[src/rtl/ccd_binarize_stage.sv]
// CCD RGB stream -> 300x150 one-bit image writer: crop, decimate, luma, threshold, one frame per START.
// Optional BIN_COUNT_EN adds WHITE_CNT, the number of white samples written in the last captured frame.
module ccd_binarize_stage #(
  parameter int X0       = 20,
  parameter int Y0       = 90,
  parameter int DEC_LOG2 = 1,
  parameter int OUT_W    = 300,
  parameter int OUT_H    = 150,
  parameter int THRESH   = 512
) (
  input  logic        CLK,
  input  logic        RESET,
  input  logic        START,
  input  logic        iFVAL,
  input  logic        iDVAL,
  input  logic [9:0]  iX,
  input  logic [9:0]  iY,
  input  logic [9:0]  iR,
  input  logic [9:0]  iG,
  input  logic [9:0]  iB,
  output logic        WE,
  output logic [9:0]  X,
  output logic [9:0]  Y,
  output logic        eachConf,
`ifdef BIN_COUNT_EN
  output logic [15:0] WHITE_CNT,
`endif
  output logic        BUSY,
  output logic        DONE
);

  localparam int DEC = 1 << DEC_LOG2;

  typedef enum logic [1:0] {S_IDLE, S_ARM, S_CAP, S_FLUSH} state_t;

  typedef struct packed {
    logic [9:0] luma;
    logic [9:0] xo;
    logic [9:0] yo;
  } s1_t;

  state_t      state, state_nxt;
  logic        fval_prev, rise, fall;
  logic        fl_cnt, done;
  logic [2:1]  vld_pipe;
  s1_t         s1;

  logic signed [10:0] dx, dy;
  logic               in_win, samp;
  logic [17:0]        lsum;

  assign rise = iFVAL & ~fval_prev;
  assign fall = ~iFVAL & fval_prev;

  // Crop offsets are signed so pixels left/above the window fall out as negative.
  assign dx = $signed({1'b0, iX}) - $signed(11'(X0));
  assign dy = $signed({1'b0, iY}) - $signed(11'(Y0));

  assign in_win = !dx[10] && !dy[10]
               && ($unsigned(dx) < 11'(OUT_W << DEC_LOG2))
               && ($unsigned(dy) < 11'(OUT_H << DEC_LOG2))
               && (($unsigned(dx) & 11'(DEC - 1)) == 11'd0)
               && (($unsigned(dy) & 11'(DEC - 1)) == 11'd0);

  assign samp = (state == S_CAP) && iDVAL && in_win;

  // Weights sum to 256, so full-scale RGB maps to full-scale 10-bit luma.
  assign lsum = 18'd77 * {8'd0, iR} + 18'd150 * {8'd0, iG} + 18'd29 * {8'd0, iB};

  always_comb begin
    state_nxt = state;
    case (state)
      S_IDLE:  if (START) state_nxt = S_ARM;
      S_ARM:   if (rise)  state_nxt = S_CAP;
      S_CAP:   if (fall)  state_nxt = S_FLUSH;
      S_FLUSH: if (fl_cnt) state_nxt = S_IDLE;
      default: state_nxt = S_IDLE;
    endcase
  end

  always_ff @(posedge CLK or posedge RESET) begin
    if (RESET) begin
      state     <= S_IDLE;
      fval_prev <= 1'b0;
      fl_cnt    <= 1'b0;
      done      <= 1'b0;
    end else begin
      state     <= state_nxt;
      fval_prev <= iFVAL;
      fl_cnt    <= (state == S_FLUSH) ? ~fl_cnt : 1'b0;
      done      <= (state == S_FLUSH) && fl_cnt;
    end
  end

  always_ff @(posedge CLK or posedge RESET) begin
    if (RESET) begin
      vld_pipe <= '0;
      s1       <= '0;
      X        <= '0;
      Y        <= '0;
      eachConf <= 1'b0;
    end else begin
      vld_pipe <= {vld_pipe[1], samp};
      if (samp) begin
        s1.luma <= 10'(lsum >> 8);
        s1.xo   <= 10'($unsigned(dx) >> DEC_LOG2);
        s1.yo   <= 10'($unsigned(dy) >> DEC_LOG2);
      end
      // Outputs hold their last value between writes.
      if (vld_pipe[1]) begin
        X        <= s1.xo;
        Y        <= s1.yo;
        eachConf <= (s1.luma >= 10'(THRESH));
      end
    end
  end

  assign WE   = vld_pipe[2];
  assign BUSY = (state != S_IDLE);
  assign DONE = done;

`ifdef BIN_COUNT_EN
  always_ff @(posedge CLK or posedge RESET) begin
    if (RESET)                        WHITE_CNT <= '0;
    else if (state == S_ARM && rise)  WHITE_CNT <= '0;
    else if (WE && eachConf)          WHITE_CNT <= WHITE_CNT + 16'd1;
  end
`endif

endmodule

[config.mk]
export PLATFORM = sky130hd
export DESIGN_NAME = ccd_binarize_stage
export DESIGN_NICKNAME = d
export VERILOG_FILES = /design/src/rtl/ccd_binarize_stage.sv
export SDC_FILE = /design/constraint.sdc
export NUM_CORES = 1
export LEC_CHECK = 0
export BUFFER_PORTS_ARGS = -buffer_cell sky130_fd_sc_hd__buf_2
export CORE_ASPECT_RATIO = 0.6
export CORE_MARGIN = 3
export CORE_UTILIZATION = 64
export DETAILED_ROUTE_END_ITERATION = 8
export PLACE_DENSITY = 0.87
export REMOVE_ABC_BUFFERS = 1
export SYNTH_ARGS = -nofsm -noshare
export SYNTH_HDL_FRONTEND = slang
export SYNTH_SLANG_ARGS = --single-unit
export TNS_END_PERCENT = 20
[constraint.sdc]
create_clock -name CLK -period 3.8 [get_ports CLK]
set_input_delay 0.95 -clock CLK [delete_from_list [all_inputs] [get_ports CLK]]
set_output_delay 0.95 -clock CLK [all_outputs]
set_load 0.05 [all_outputs]
==> out/qor.json <==
{
  "global_routing": {
    "largest_net_degree_at_the_start_of_global_routing": 50,
    "antenna_found_initial": 0,
    "first_global_vias": 5077,
    "global_route.overflow_total": 0,
    "global_route.usage.total_pct": 30.0,
    "grt_first_pass_wirelength_um": 24900
  },
  "floorplan": {
    "die_h_um": 81.4,
    "fp.coreArea_um2": 8850,
    "rows": 26,
    "design.die.area_um2": 10700,
    "initial_core_util_pct": 68.5,
    "die_w_um": 132,
    "top_level_ports": 79
  },
  "logic_synthesis": {
    "synth_cell_types": 53,
    "synthFlopType": "dfrtp_1",
    "netlist_instances": 568,
    "mappedNetlistArea_um2": 6060,
    "yosysWarningCount": 0,
    "ys_ff_latch": 49,
    "synth_edf_count": 0,
    "postSynth.asyncResetShare_pct": 100,
    "synth_area_per_cell_um2": 10.7,
    "ys_seq_area_share_pct": 20.2
  },
  "clocking": {
    "cts_root_buf": "clkbuf_16",
    "clk_pin_slew_ns": 0.07,
    "tritoncts_clock_tree": "done",
    "clock_latency_ns": 0.29,
    "cts_sinks": 49,
    "cts_hold_repair.buffers": 0,
    "tritoncts.num_buffers": 5,
    "cts-root-to-sink-buffers": 2,
    "ctsHtreeMaxLevel": 2
  },
  "hold_path": {
    "hold-path-cell-count": 1,
    "timing.hold.worst.class": "reg -> reg"
  },
  "route": {
    "drt_pass1_iterations": 6,
    "drt_wl_total_um": 16100,
    "drc_errors": 0,
    "drt.antenna.violating_nets": 0,
    "detail_route.iter0.violations": 433,
    "route.vias.total": 4808,
    "detail_route.wl_per_cell_um": 19.3,
    "route.detailed.vias_per_inst": 5.75
  },
  "worst_setup_path": {
    "critical-path-max-stage-delay_ns": 0.55,
    "critical-path-top-cell-by-count": "fa_1",
    "startpoint_type": "input port",
    "crit_path_max_fanout": 4,
    "critical_path_class": "in -> reg",
    "setup.worst_path.end_class": "flip-flop",
    "required_ns": 3.98,
    "worst-endpoint-arrival_ns": 6.81,
    "worst-r2r-cell-count": 8,
    "critPathSlowestCell": "fa_1"
  },
  "pwr": {
    "cellLeakagePower_nw": 4.06,
    "seq_power_share_pct": 10.8,
    "fin_total_pwr_mw": 6.37,
    "internal-power_mw": 3.24,
    "power.combinational.fraction_pct": 80.8,
    "clock_power_share_pct": 8.3,
    "vdd_drop_max_v": 0.000609,
    "net-switching-power_mw": 3.12,
    "powerDensity_nw_per_um2": 855,
    "switching_share_pct": 49.0
  },
  "run": {
    "drv.max_cap_violation_count": 0
  },
  "final_layout": {
    "n_antenna_cell": 0,
    "layout-drive-gt1-share_pct": 30.7,
    "layout.cells.most_common": "inv_1",
    "syn_to_final_growth_pct": 22.8,
    "layout.cells.most_common_list": "inv_1 (125), ha_1 (93), buf_2 (76)",
    "final_nets": 942
  },
  "sta": {
    "maxSlewHeadroom_pct": 31.0,
    "max_slew.worst_pin.slew_ns": 1.03,
    "finalWorstPathRequiredPeriod_ns": 6.63,
    "final-hold-violation-count": 0,
    "worst_clock_skew_ns": 0.00395,
    "rsz_0062_raised_after_global_routing": "true",
    "final.period_utilization_pct": 175,
    "setup_slack_ns": -2.83,
    "report.final.slew_viol_count": 0,
    "hold_slack_ns": 0.441,
    "setup_viol": 1,
    "fmax_mhz": 151
  },
  "run_status": {
    "status": "finished with violations",
    "violations": "setup timing"
  },
  "placement": {
    "hpwlAfterDp_um": 11800,
    "numPortBuffers": 78,
    "dp_worst_setup_slack_ns": -3.54,
    "gpl.final_weighted_congestion": 0.888
  }
}
-- worst paths after layout --
check	startpoint	endpoint	slack (ns)
max in group asynchronous	RESET	X[8]	2.27
hold / removal	fl_cnt	fl_cnt	0.44
setup / recovery	iG[5]	s1[29]	-2.83
hold reg to reg	fl_cnt	fl_cnt	0.44
min in group asynchronous	RESET	vld_pipe[2]	0.90
setup reg to reg	state[0]	s1[12]	1.01
-- repair_timing --
action                     CTS  global route
hold endpoints to repair     0             0
resized for setup           36             8
buffers inserted             2             0
setup endpoints to repair    1             1
pin swaps                   33             9
-- Yosys cell counts (2+ instances only) --
cell type  count  area [µm²]
a211oi_1       3        22.5
a21boi_0       2        15.0
a21o_1         9        67.6
a21oi_1       19        95.1
a32oi_1        2        17.5
buf_8          2        30.0
clkbuf_1       3        11.3
dfrtp_1       49        1230
fa_1          73        1460
ha_1         105        1310
inv_1        134         503
mux2_1        12         135
mux2_2        21         236
mux2_4         4        60.1
mux2i_1        3        30.0
nand2_1        7        26.3
nand2b_1       8        50.1
nand3_1        6        30.0
nand4_1        3        18.8
nor2_1        17        63.8
nor2b_1        7        43.8
nor3_1        10        50.1
nor3b_1        2        15.0
nor4_1         2        12.5
o21ai_0        8        40.0
o21ai_1        6        30.0
o21bai_1       3        22.5
xnor2_1       14         123
xor2_1        10        87.6
-- logic make-up (layout without fill, tap and decap cells) --
group                    count (synthesis)  in the layout  share of synthesized area, %
buffers and inverters                  141            283                          9.23
AND/OR/NAND/NOR                         66             66                          5.57
XOR/XNOR                                24             24                          3.47
multiplexers                            40             40                          7.62
adder cells (fa/ha/maj)                178            178                          45.8
flip-flops                              49             49                          20.2
AO/OA/AOI/OAI                           70             70                          8.11
-- layout make-up --
cell class,count,area (µm²)
clock buffers,6,139
clock inverters,2,37.5
fillers,438,1400
inverters,135,509
multi-input cells,378,4510
flip-flops and latches,49,1230
well taps,126,158
repair buffers,140,868
-- critical path, delay by kind of cell --
kind / cells / cell delay (ns)
simple gates: 1 / 0.08
mux: 1 / 0.27
compound gates: 6 / 0.95
buf+inv: 5 / 0.38
xor+xnor: 2 / 0.28
fa+ha+maj: 10 / 3.88
-- power by group through the flow --
| stage | Combinational, mW | Sequential (mW) | Clock, mW |
|---|---|---|---|
| floorplan | 2.82 | 0.750 | 0 |
| global placement | 3.71 | 0.682 | 0 |
| detailed placement | 4.13 | 0.691 | 0 |
| CTS | 4.71 | 0.686 | 0.532 |
| global route | 5.64 | 0.701 | 0.559 |
| finish | 5.15 | 0.689 | 0.531 |
-- routing by layer --
layer  track usage, %  up-vias  wire, µm
li1                 -     2133         -
met1             38.6     2378      6550
met2             51.7      235      7830
met3             7.43       62      1240
met4             7.97        0       480
met5                0        -         0
-- through the flow --
| step | util [%] | std cells | cell area [µm²] | setup TNS (ns) |
|---|---|---|---|---|
| 2_1_floorplan | - | 562 | 6010 | -2.97 |
| 3_5_place_dp | 79.2 | 826 | 7010 | -3.54 |
| 3_3_place_gp | 79.2 | 826 | 7010 | -3.33 |
| 5_1_grt | 84.1 | 836 | 7450 | -3.02 |
| 6_report | 84.1 | 836 | 7450 | -2.83 |
| 4_1_cts | 83.7 | 836 | 7400 | -2.78 |
-- state kept, by name, summed over array words and instances, names as in the netlist --
name / cells
vld_pipe: 2
fl_cnt: 1
eachConf: 1
DONE: 1
s1: 21
state: 2
Y: 10
X: 10
fval_prev: 1
Note: power is estimated with default switching activity, not from simulation.
